## src/rtl/reg_arb_pkg.sv

```systemverilog
// Shared types and helper functions for the round-robin register write arbiter.
// Functions work on maximum-width vectors; callers size-cast at the boundary.
package reg_arb_pkg;

    localparam int MAX_REQ    = 16;
    localparam int MAX_IDX_W  = 4;
    localparam int MAX_REGS   = 64;
    localparam int MAX_ADDR_W = 6;

    typedef struct packed {
        logic                 found;
        logic [MAX_IDX_W-1:0] idx;
    } pick_t;

    // First set bit of valid at or after ptr, searching upward modulo n.
    function automatic pick_t rr_pick(input logic [MAX_REQ-1:0] valid,
                                      input logic [MAX_IDX_W-1:0] ptr,
                                      input int n);
        pick_t res;
        int    cand;
        res.found = 1'b0;
        res.idx   = {MAX_IDX_W{1'b0}};
        for (int k = 0; k < MAX_REQ; k++) begin
            cand = int'(ptr) + k;
            if (cand >= n) begin
                cand = cand - n;
            end
            if (k < n) begin
                if (!res.found && valid[cand]) begin
                    res.found = 1'b1;
                    res.idx   = cand[MAX_IDX_W-1:0];
                end
            end
        end
        return res;
    endfunction

    function automatic logic [MAX_REGS-1:0] onehot_decode(input logic [MAX_ADDR_W-1:0] addr,
                                                          input int n);
        logic [MAX_REGS-1:0] res;
        res = {MAX_REGS{1'b0}};
        if (int'(addr) < n) begin
            res[addr] = 1'b1;
        end
        return res;
    endfunction

endpackage

```

## src/rtl/rr_priority_picker.sv

```systemverilog
// Combinational rotating-priority search: winner is the first valid index at or
// after rr_ptr. Holds no state.
module rr_priority_picker
    import reg_arb_pkg::*;
#(
    parameter int NUM_REQ = 4,
    parameter int PTR_W   = 2
) (
    input  logic [NUM_REQ-1:0] valid,
    input  logic [PTR_W-1:0]   rr_ptr,
    output logic [PTR_W-1:0]   winner,
    output logic               any
);

    pick_t pick_s;

    // Widen to the helper's fixed width, then narrow the result back
    always_comb begin
        pick_s = rr_pick(MAX_REQ'(valid), MAX_IDX_W'(rr_ptr), NUM_REQ);
        winner = PTR_W'(pick_s.idx);
        any    = pick_s.found;
    end

endmodule

```

## src/rtl/reg_write_arbiter.sv

```systemverilog
// Round-robin arbiter multiplexing NUM_REQ requesters onto one registered
// write path (one-hot enables plus shared data) into a register bank.
module reg_write_arbiter
    import reg_arb_pkg::*;
#(
    parameter int NUM_REQ    = 4,
    parameter int NUM_REGS   = 8,
    parameter int DATA_WIDTH = 8
) (
    input  logic                           clk,
    input  logic                           rst,
    input  logic                           arb_en,
    input  logic [NUM_REQ-1:0]             req_valid,
    input  logic [NUM_REQ*$clog2(NUM_REGS)-1:0] req_addr,
    input  logic [NUM_REQ*DATA_WIDTH-1:0]  req_data,
    output logic [NUM_REQ-1:0]             req_ready,
    output logic [NUM_REGS-1:0]            reg_we,
    output logic [DATA_WIDTH-1:0]          reg_wdata,
    output logic [$clog2(NUM_REQ)-1:0]     grant_id,
    output logic                           err_oor
);

    localparam int ADDR_W = $clog2(NUM_REGS);
    localparam int PTR_W  = $clog2(NUM_REQ);

    logic [PTR_W-1:0]      rr_ptr_r;
    logic [NUM_REGS-1:0]   reg_we_r;
    logic [DATA_WIDTH-1:0] reg_wdata_r;
    logic [PTR_W-1:0]      grant_id_r;
    logic                  err_oor_r;

    logic [PTR_W-1:0]      winner_s;
    logic                  any_s;
    logic [NUM_REQ-1:0]    req_ready_s;
    logic                  xfer_s;
    logic [ADDR_W-1:0]     addr_sel_s;
    logic [DATA_WIDTH-1:0] data_sel_s;
    logic [NUM_REGS-1:0]   we_next_s;
    logic                  oor_s;
    logic [PTR_W-1:0]      ptr_next_s;

    rr_priority_picker #(
        .NUM_REQ (NUM_REQ),
        .PTR_W   (PTR_W)
    ) u_picker (
        .valid  (req_valid),
        .rr_ptr (rr_ptr_r),
        .winner (winner_s),
        .any    (any_s)
    );

    // Grant vector; never looks at address or data, and is silenced in reset
    always_comb begin
        req_ready_s = {NUM_REQ{1'b0}};
        if (rst && arb_en && any_s) begin
            req_ready_s[winner_s] = 1'b1;
        end else begin
            req_ready_s = {NUM_REQ{1'b0}};
        end
    end

    // Winner's payload, decoded enable and the pointer advance
    always_comb begin
        xfer_s     = |req_ready_s;
        addr_sel_s = req_addr[int'(winner_s)*ADDR_W +: ADDR_W];
        data_sel_s = req_data[int'(winner_s)*DATA_WIDTH +: DATA_WIDTH];
        we_next_s  = NUM_REGS'(onehot_decode(MAX_ADDR_W'(addr_sel_s), NUM_REGS));
        oor_s      = (int'(addr_sel_s) >= NUM_REGS);
        if (winner_s == PTR_W'(NUM_REQ - 1)) begin
            ptr_next_s = {PTR_W{1'b0}};
        end else begin
            ptr_next_s = winner_s + PTR_W'(1);
        end
    end

    // Write-path registers; enables and error are single-cycle strobes
    always_ff @(posedge clk or negedge rst) begin
        if (!rst) begin
            rr_ptr_r    <= {PTR_W{1'b0}};
            reg_we_r    <= {NUM_REGS{1'b0}};
            reg_wdata_r <= {DATA_WIDTH{1'b0}};
            grant_id_r  <= {PTR_W{1'b0}};
            err_oor_r   <= 1'b0;
        end else if (xfer_s) begin
            rr_ptr_r    <= ptr_next_s;
            reg_we_r    <= we_next_s;
            reg_wdata_r <= data_sel_s;
            grant_id_r  <= winner_s;
            err_oor_r   <= oor_s;
        end else begin
            reg_we_r    <= {NUM_REGS{1'b0}};
            err_oor_r   <= 1'b0;
        end
    end

    assign req_ready = req_ready_s;
    assign reg_we    = reg_we_r;
    assign reg_wdata = reg_wdata_r;
    assign grant_id  = grant_id_r;
    assign err_oor   = err_oor_r;

endmodule

```

## config.mk

```make
export PLATFORM = sky130hd
export DESIGN_NAME = reg_write_arbiter
export DESIGN_NICKNAME = d
export VERILOG_FILES = /design/src/rtl/reg_arb_pkg.sv /design/src/rtl/rr_priority_picker.sv /design/src/rtl/reg_write_arbiter.sv
export SDC_FILE = /design/constraint.sdc
export NUM_CORES = 1
export LEC_CHECK = 0
export ABC_AREA = 0
export BUFFER_PORTS_ARGS = -buffer_cell sky130_fd_sc_hd__buf_2
export CORE_MARGIN = 3
export CORE_UTILIZATION = 30
export DETAILED_ROUTE_END_ITERATION = 10
export GPL_ROUTABILITY_DRIVEN = 0
export GPL_TIMING_DRIVEN = 0
export PLACE_DENSITY = 0.67
export SYNTH_ARGS = -nofsm -noshare
export SYNTH_HDL_FRONTEND = slang
export SYNTH_SLANG_ARGS = --single-unit
```

## constraint.sdc

```tcl
create_clock -name clk -period 2.8 [get_ports clk]
set_clock_uncertainty 0.1 [all_clocks]
set_input_delay 0.14 -clock clk [delete_from_list [all_inputs] [get_ports clk]]
set_output_delay 0.14 -clock clk [all_outputs]
set_load 0.02 [all_outputs]
```

==> results.py, run 1 <==
metrics = {
    "floorplan": {
        "core_area_um2": 4755,
        "rows": 25,
        "die_area_um2": 5858,
        "die_x_um": 76.54,
        "num_io_pins": 74,
        "start_util": 0.3139,
        "die_y_um": 76.54,
    },
    "cells_and_area": {
        "diodes": 0,
        "fin_cells": 299,
        "nets": 288,
        "drive_above_1_share": 0.5948,
        "nFillCells": 471,
        "post-route-util": 0.4789,
        "synthToLayoutAreaGrowth_pct": 52.56,
    },
    "logic_synthesis": {
        "yosysTopAreaCell": "dfrtp_1",
        "synthTopCellsByCount": "mux2i_1 (27), dfrtp_1 (20), mux2_2 (13), nand2_1 (11), nor4_1 (8)",
        "seq_area_frac_synth": 0.3353,
        "yosys-top-cells-area": "dfrtp_1 (34%), mux2i_1 (18%), mux2_2 (9.8%), ha_1 (3.4%), nor4_1 (3.4%)",
        "syn-cell-area_um2": 1493,
        "synth_flop_cell": "dfrtp_1",
        "synth_edf_count": 0,
        "ys_ff_latch": 20,
        "yosysMostFrequentCell": "mux2i_1",
        "yosysWarnings": 0,
        "synthArstFlopShare": 1.000,
        "syn_inst": 143,
        "syn_area_per_cell_um2": 10.44,
        "synth_nets": 198,
        "synth_cell_type_count": 38,
        "synth_top_area_frac": 0.3353,
    },
    "worst_setup_path": {
        "r2r_slack_ns": 0.14,
        "crit_family": "compound AO/OA/AOI/OAI gates",
        "r2r-end": "reg_we[7]$_DFF_PN0_",
        "crit_type": "flop to flop",
        "max_stage_delay_ns": 0.40,
        "critPathCaptureType": "flop",
        "cpMaxStageDelayCell": "dfrtp_1",
        "cp.arrival_ns": 2.71,
        "crit_required_ns": 2.85,
        "reg2regPathDepth": 10,
        "path_buf_inv": 3,
        "startpoint_type": "flop",
        "r2r-start": "rr_ptr_r[1]$_DFFE_PN0P_",
        "crit_chain": "clkbuf_4 -> inv_2 -> ha_4 -> a21boi_1 -> a22oi_2 -> o221ai_2 -> a32oi_4 -> buf_4 -> mux2_2 -> nor4_1",
        "cp_max_fo": 8,
    },
    "global_route": {
        "overflow": 0,
        "met2_usage": 0.2065,
        "grt_use_met1": 0.1703,
        "busiest_layer": "met2",
        "grt_start_max_net_pins": 23,
        "grt_pass1_wl_mm": 6.016,
        "antenna_found_initial": 0,
        "grtUsageMet3": 0.03191,
        "first_global_vias": 1291,
        "gr-usage-all-layers": 0.1263,
    },
    "placed_design": {
        "place_hpwl_mm": 2.827,
        "numPlacedInstances": 282,
        "port_buffers": 72,
    },
    "power_and_ir_drop": {
        "clockPowerShare": 0.071,
        "swShare": 0.4378,
        "p_per_area_nw_per_um2": 1349,
        "p_int_mw": 1.727,
        "leakage_nw": 1.102,
        "ir_drop_v": 0.0007119,
        "sequentialPowerShare": 0.145,
        "p_comb_frac": 0.784,
        "switchingPower_mw": 1.345,
    },
    "run_status": {
        "outcome": "complete, but fails checks",
        "violations": "DRC",
    },
    "clocking": {
        "clockBufferDepth": 2,
        "cts_tree": "built",
        "cts.sinks": 20,
        "cts.htree.levels": 1,
        "path_clk_slew_ns": 0.07,
        "clock_latency_ns": 0.25,
        "cts_made_buffers": 3,
        "root_buffer": "clkbuf_8",
    },
    "detailed_routing": {
        "vias_per_cell": 4.686,
        "initialDrtViolationCount": 36,
        "detail-route-antenna-nets": 0,
        "num_vias": 1401,
        "firstDrtPassIters": 7,
        "wirelength_mm": 4.007,
        "wl_per_cell_um": 13.40,
        "drcViolationCount": 2,
    },
    "sta": {
        "worst_slew_pin_slew_ns": 0.5199,
        "final_hold_viol_count": 0,
        "finalMaxSlewViolations": 0,
        "clock.fmax_mhz": 376.2,
        "setup_viol": 0,
        "finalSetupTns_ns": 0,
        "relSlewSlack": 0.6534,
        "fin_crit_sh": 0.9493,
        "fin_crit_ns": 2.658,
    },
    "min_path": {
        "hold_start": "arb_en",
        "min_to": "reg_we[0]$_DFF_PN0_",
        "hold_depth": 3,
        "hold_path_class": "input pin to flop",
    },
    "run": {
        "drv_cap": 0,
    },
}
[repair_timing]
| item | 4_1_cts | 5_1_grt |
|---|---|---|
| hold buffers | 1 | 0 |
| resized for setup | 9 | 28 |
| setup buffers | 5 | 8 |
| pin swaps | 1 | 6 |
| endpoints found under the setup margin | 21 | 14 |
| endpoints found under the hold margin | 20 | 0 |
[how the worst max path moves through the flow]
stage	from	end	depth (start not counted)
after global routing	rr_ptr_r[1]$_DFFE_PN0P_	req_ready[3]	11
final	rr_ptr_r[1]$_DFFE_PN0P_	reg_we[7]$_DFF_PN0_	10
after detailed placement	rr_ptr_r[0]$_DFFE_PN0P_	reg_we[3]$_DFF_PN0_	9
after floorplan	rr_ptr_r[0]$_DFFE_PN0P_	reg_we[1]$_DFF_PN0_	9
after global placement	rr_ptr_r[0]$_DFFE_PN0P_	reg_we[7]$_DFF_PN0_	9
after CTS	rr_ptr_r[1]$_DFFE_PN0P_	req_ready[3]	11
[power groups by stage]
stage	Combinational, mW	Sequential, mW	Clock (mW)
2_1_floorplan	1.30	0.567	0
3_3_place_gp	1.77	0.455	0
3_5_place_dp	1.80	0.451	0
4_1_cts	2.00	0.444	0.223
5_1_grt	2.58	0.458	0.239
6_report	2.41	0.445	0.219
[worst min-delay path: cells and delay by family]
kind / cells / cell delay (ns)
AOI/OAI and AO/OA: 1 / 0.12
and+or+nand+nor: 1 / 0.06
buffers and inverters: 1 / 0.13
[logic make-up after synthesis]
| group | after synthesis | share of synthesized area |
|---|---|---|
| fa+ha+maj | 4 | 0.03353 |
| xor+xnor | 1 | 0.005869 |
| compound gates | 29 | 0.1559 |
| other cells | 1 | 0.002512 |
| buf+inv | 15 | 0.06286 |
| simple gates | 31 | 0.1056 |
| mux | 42 | 0.2984 |
| flops | 20 | 0.3353 |
[routing by layer]
layer / up-vias / wire length (um)
met5: - / 0
met4: 0 / 17
met3: 2 / 187
met2: 35 / 1991
met1: 654 / 1810
li1: 710 / -
[registers in the layout (all words and copies together), names as in the netlist]
| signal | flops |
|---|---|
| reg_wdata | 8 |
| rr_ptr_r | 2 |
| reg_we | 8 |
| grant_id | 2 |
[area by class of cell]
cell class	instances	area [um^2]	share of cell area
Buffer	9	85.08	0.03736
Clock buffer	4	55.05	0.02418
Inverter	5	22.52	0.009890
Multi-Input combinational cell	108	1056	0.4637
Sequential cell	20	500.5	0.2198
Tap cell	67	83.83	0.03681
Timing Repair Buffer	86	474.2	0.2082
[metrics by stage]
step | setup slack [ns] | hold WS [ns] | cell area [um^2] | total power [mW]
2_1_floorplan | 0.1775 | -0.2556 | 1493 | 1.869
3_3_place_gp | -0.2228 | 0.03758 | 1937 | 2.228
3_5_place_dp | -0.2750 | 0.04790 | 1937 | 2.253
4_1_cts | 0.005713 | 0.1316 | 2081 | 2.668
5_1_grt | -0.01568 | 0.1596 | 2277 | 3.282
6_report | 0.1419 | 0.1471 | 2277 | 3.072
[layout by cell type, fill, tap and decap left out, types with 3 or more instances in the layout]
master,n
mux2i_4,3
nor4_1,5
o21ai_0,4
mux2i_2,3
buf_6,3
nor4_2,3
o21ai_1,7
buf_4,15
dfrtp_1,20
mux2i_1,22
nor2_1,3
buf_2,73
nand2_1,11
and3_1,3
mux2_2,13
a21oi_1,3
clkbuf_8,4
inv_1,3
Power figures use the tool's default switching activity.
==> run 2, diff against run 1 <==
BUFFER_PORTS_ARGS = not set   (was -buffer_cell sky130_fd_sc_hd__buf_2)
DONT_BUFFER_PORTS = 1   (was not set)
PLACE_DENSITY = 0.54   (was 0.67)
==> run 2 against run 1 <==
  * The run now ends clean
  * Fmax shrank 2.1%
  * Critical path depth down 1
  * Setup slack worse by 0.057 ns
==> results.py, run 2 (synthesized netlist as in run 1, its figures left out) <==
metrics = {
    "run_status": {
        "outcome": "finished clean",
    },
    "floorplan": {
        "die_x_um": 76.54,
        "core_area_um2": 4755,
        "start_util": 0.3139,
        "num_io_pins": 74,
        "rows": 25,
        "die_area_um2": 5858,
        "die_y_um": 76.54,
    },
    "worst_setup_path": {
        "crit_required_ns": 2.56,
        "crit_start": "rr_ptr_r[0]$_DFFE_PN0P_",
        "max_stage_delay_ns": 0.43,
        "crit_chain": "buf_6 -> clkinvlp_4 -> ha_4 -> clkbuf_2 -> a31oi_1 -> o22ai_1 -> buf_4 -> buf_4 -> and3_2",
        "critPathCaptureType": "output port",
        "cp_common_cell": "buf_4",
        "cp.arrival_ns": 2.48,
        "crit_type": "flop to output port",
        "cp_max_fo": 10,
        "r2r-start": "rr_ptr_r[0]$_DFFE_PN0P_",
        "cpMaxStageDelayCell": "dfrtp_2",
        "startpoint_type": "flop",
    },
    "sta": {
        "fin_crit_sh": 0.9698,
        "worst_slew_pin_slew_ns": 1.046,
        "finalMaxSlewViolations": 0,
        "setup_viol": 0,
        "finalSetupTns_ns": 0,
        "fin_crit_ns": 2.715,
        "clock.fmax_mhz": 368.3,
        "final_hold_viol_count": 0,
        "worst_slack_ns": 0.08468,
        "relSlewSlack": 0.3002,
        "rsz0062_at_grt": "yes",
    },
    "power_and_ir_drop": {
        "ir_drop_v": 0.0007282,
        "p_per_area_nw_per_um2": 1498,
        "sequentialPowerShare": 0.214,
        "clockPowerShare": 0.080,
        "power.total_mw": 2.750,
        "p_comb_frac": 0.705,
        "switchingPower_mw": 1.310,
        "swShare": 0.4763,
        "p_int_mw": 1.440,
        "leakage_nw": 0.7532,
    },
    "cells_and_area": {
        "drive_above_1_share": 0.4052,
        "fin_area_um2": 1836,
        "nFillCells": 521,
        "fin_cells": 220,
        "multiInputGateArea_um2": 1040,
        "regArea_um2": 501.7,
        "mostFrequentLayoutCells": "mux2i_1 (22), dfrtp_1 (19), mux2_2 (13), nand2_1 (11)",
        "synthToLayoutAreaGrowth_pct": 22.97,
        "diodes": 0,
        "final_common_cell": "mux2i_1",
        "nets": 209,
    },
    "placed_design": {
        "port_buffers": 0,
        "placed_area_um2": 1577,
        "place_hpwl_mm": 2.922,
        "numPlacedInstances": 210,
        "dp_slack_ns": -0.2772,
    },
    "detailed_routing": {
        "drcViolationCount": 0,
        "vias_per_cell": 5.355,
        "num_vias": 1178,
        "initialDrtViolationCount": 56,
        "detail-route-antenna-nets": 0,
        "firstDrtPassIters": 4,
        "wirelength_mm": 4.149,
        "wl_per_cell_um": 18.86,
    },
    "clocking": {
        "cts.sinks": 20,
        "root_buffer": "clkbuf_8",
        "clock_latency_ns": 0.25,
        "cts_made_buffers": 3,
        "cts_tree": "built",
        "cts.htree.levels": 1,
        "path_clk_slew_ns": 0.07,
        "clockBufferDepth": 2,
    },
    "global_route": {
        "gr-usage-all-layers": 0.1355,
        "overflow": 0,
        "first_global_vias": 1246,
        "grt_start_max_net_pins": 22,
        "grt_pass1_wl_mm": 6.382,
        "antenna_found_initial": 0,
    },
    "min_path": {
        "hold_path_class": "input pin to flop",
        "hold_start": "arb_en",
    },
    "run": {
        "drv_cap": 0,
    },
}
==> run 2: changes by cell type in the layout (fill, tap and decap cells not counted), moves of 3 or more <==
cell	previous run	this run
mux2i_4	3	0
buf_2	73	2
buf_4	15	7
mux2i_2	3	6
==> run 2: final timing paths <==
| path | to | slack (ns) | depth (start not counted) |
|---|---|---|---|
| min | rr_ptr_r[0]$_DFFE_PN0P_ | 0.09 | 2 |
| max in group asynchronous | rr_ptr_r[0]$_DFFE_PN0P_ | 1.48 | 1 |
| max | req_ready[3] | 0.08 | 9 |
| max reg2reg | reg_we[7]$_DFF_PN0_ | 0.10 | 9 |
| min reg2reg | reg_wdata[6]$_DFFE_PN0P_ | 0.53 | 2 |
| min in group asynchronous | reg_wdata[3]$_DFFE_PN0P_ | 0.41 | 1 |
==> run 2: timing repair <==
item,4_1_cts,5_1_grt
buffers inserted,4,1
resized for setup,7,28
endpoints found under the setup margin,21,21
hold endpoints to repair,26,0
hold buffers,2,0
pin swaps,1,3
==> run 2: power by group through the flow <==
stage	combinational, mW	clock, mW	sequential [mW]
after CTS	1.70	0.230	0.588
after global routing	2.10	0.244	0.604
final	1.94	0.220	0.590
after detailed placement	1.55	0	0.591
after global placement	1.48	0	0.590
after floorplan	1.30	0	0.567
==> run 2: final cells by class <==
type | instances | area share
buffer | 9 | 0.04022
clock buffer | 4 | 0.02999
sequential | 20 | 0.2733
timing repair buffer | 7 | 0.03204
inverter | 5 | 0.01227
multi-input combinational | 108 | 0.5665
tap | 67 | 0.04567
==> run 2: critical path: cells and delay by family, from the launching register on <==
kind	cells	cell delay [ns]
compound gates	2	0.23
fa+ha+maj	1	0.34
buf+inv	5	0.95
flops	1	0.43
simple gates	1	0.27
==> run 2: metal layers <==
metal,share of wire,global-route usage,up-vias
met5,0,0,-
met4,0.020,0.03804,0
met3,0.075,0.03664,8
met2,0.51,0.2408,50
met1,0.39,0.1594,574
li1,-,-,546
==> run 2: stage by stage <==
stage / hold slack [ns] / util
2_1_floorplan: -0.2556 / -
5_1_grt: 0.09351 / 0.3861
3_5_place_dp: -0.2549 / 0.3316
6_report: 0.09032 / 0.3861
3_3_place_gp: -0.2549 / 0.3316
4_1_cts: 0.06832 / 0.3595
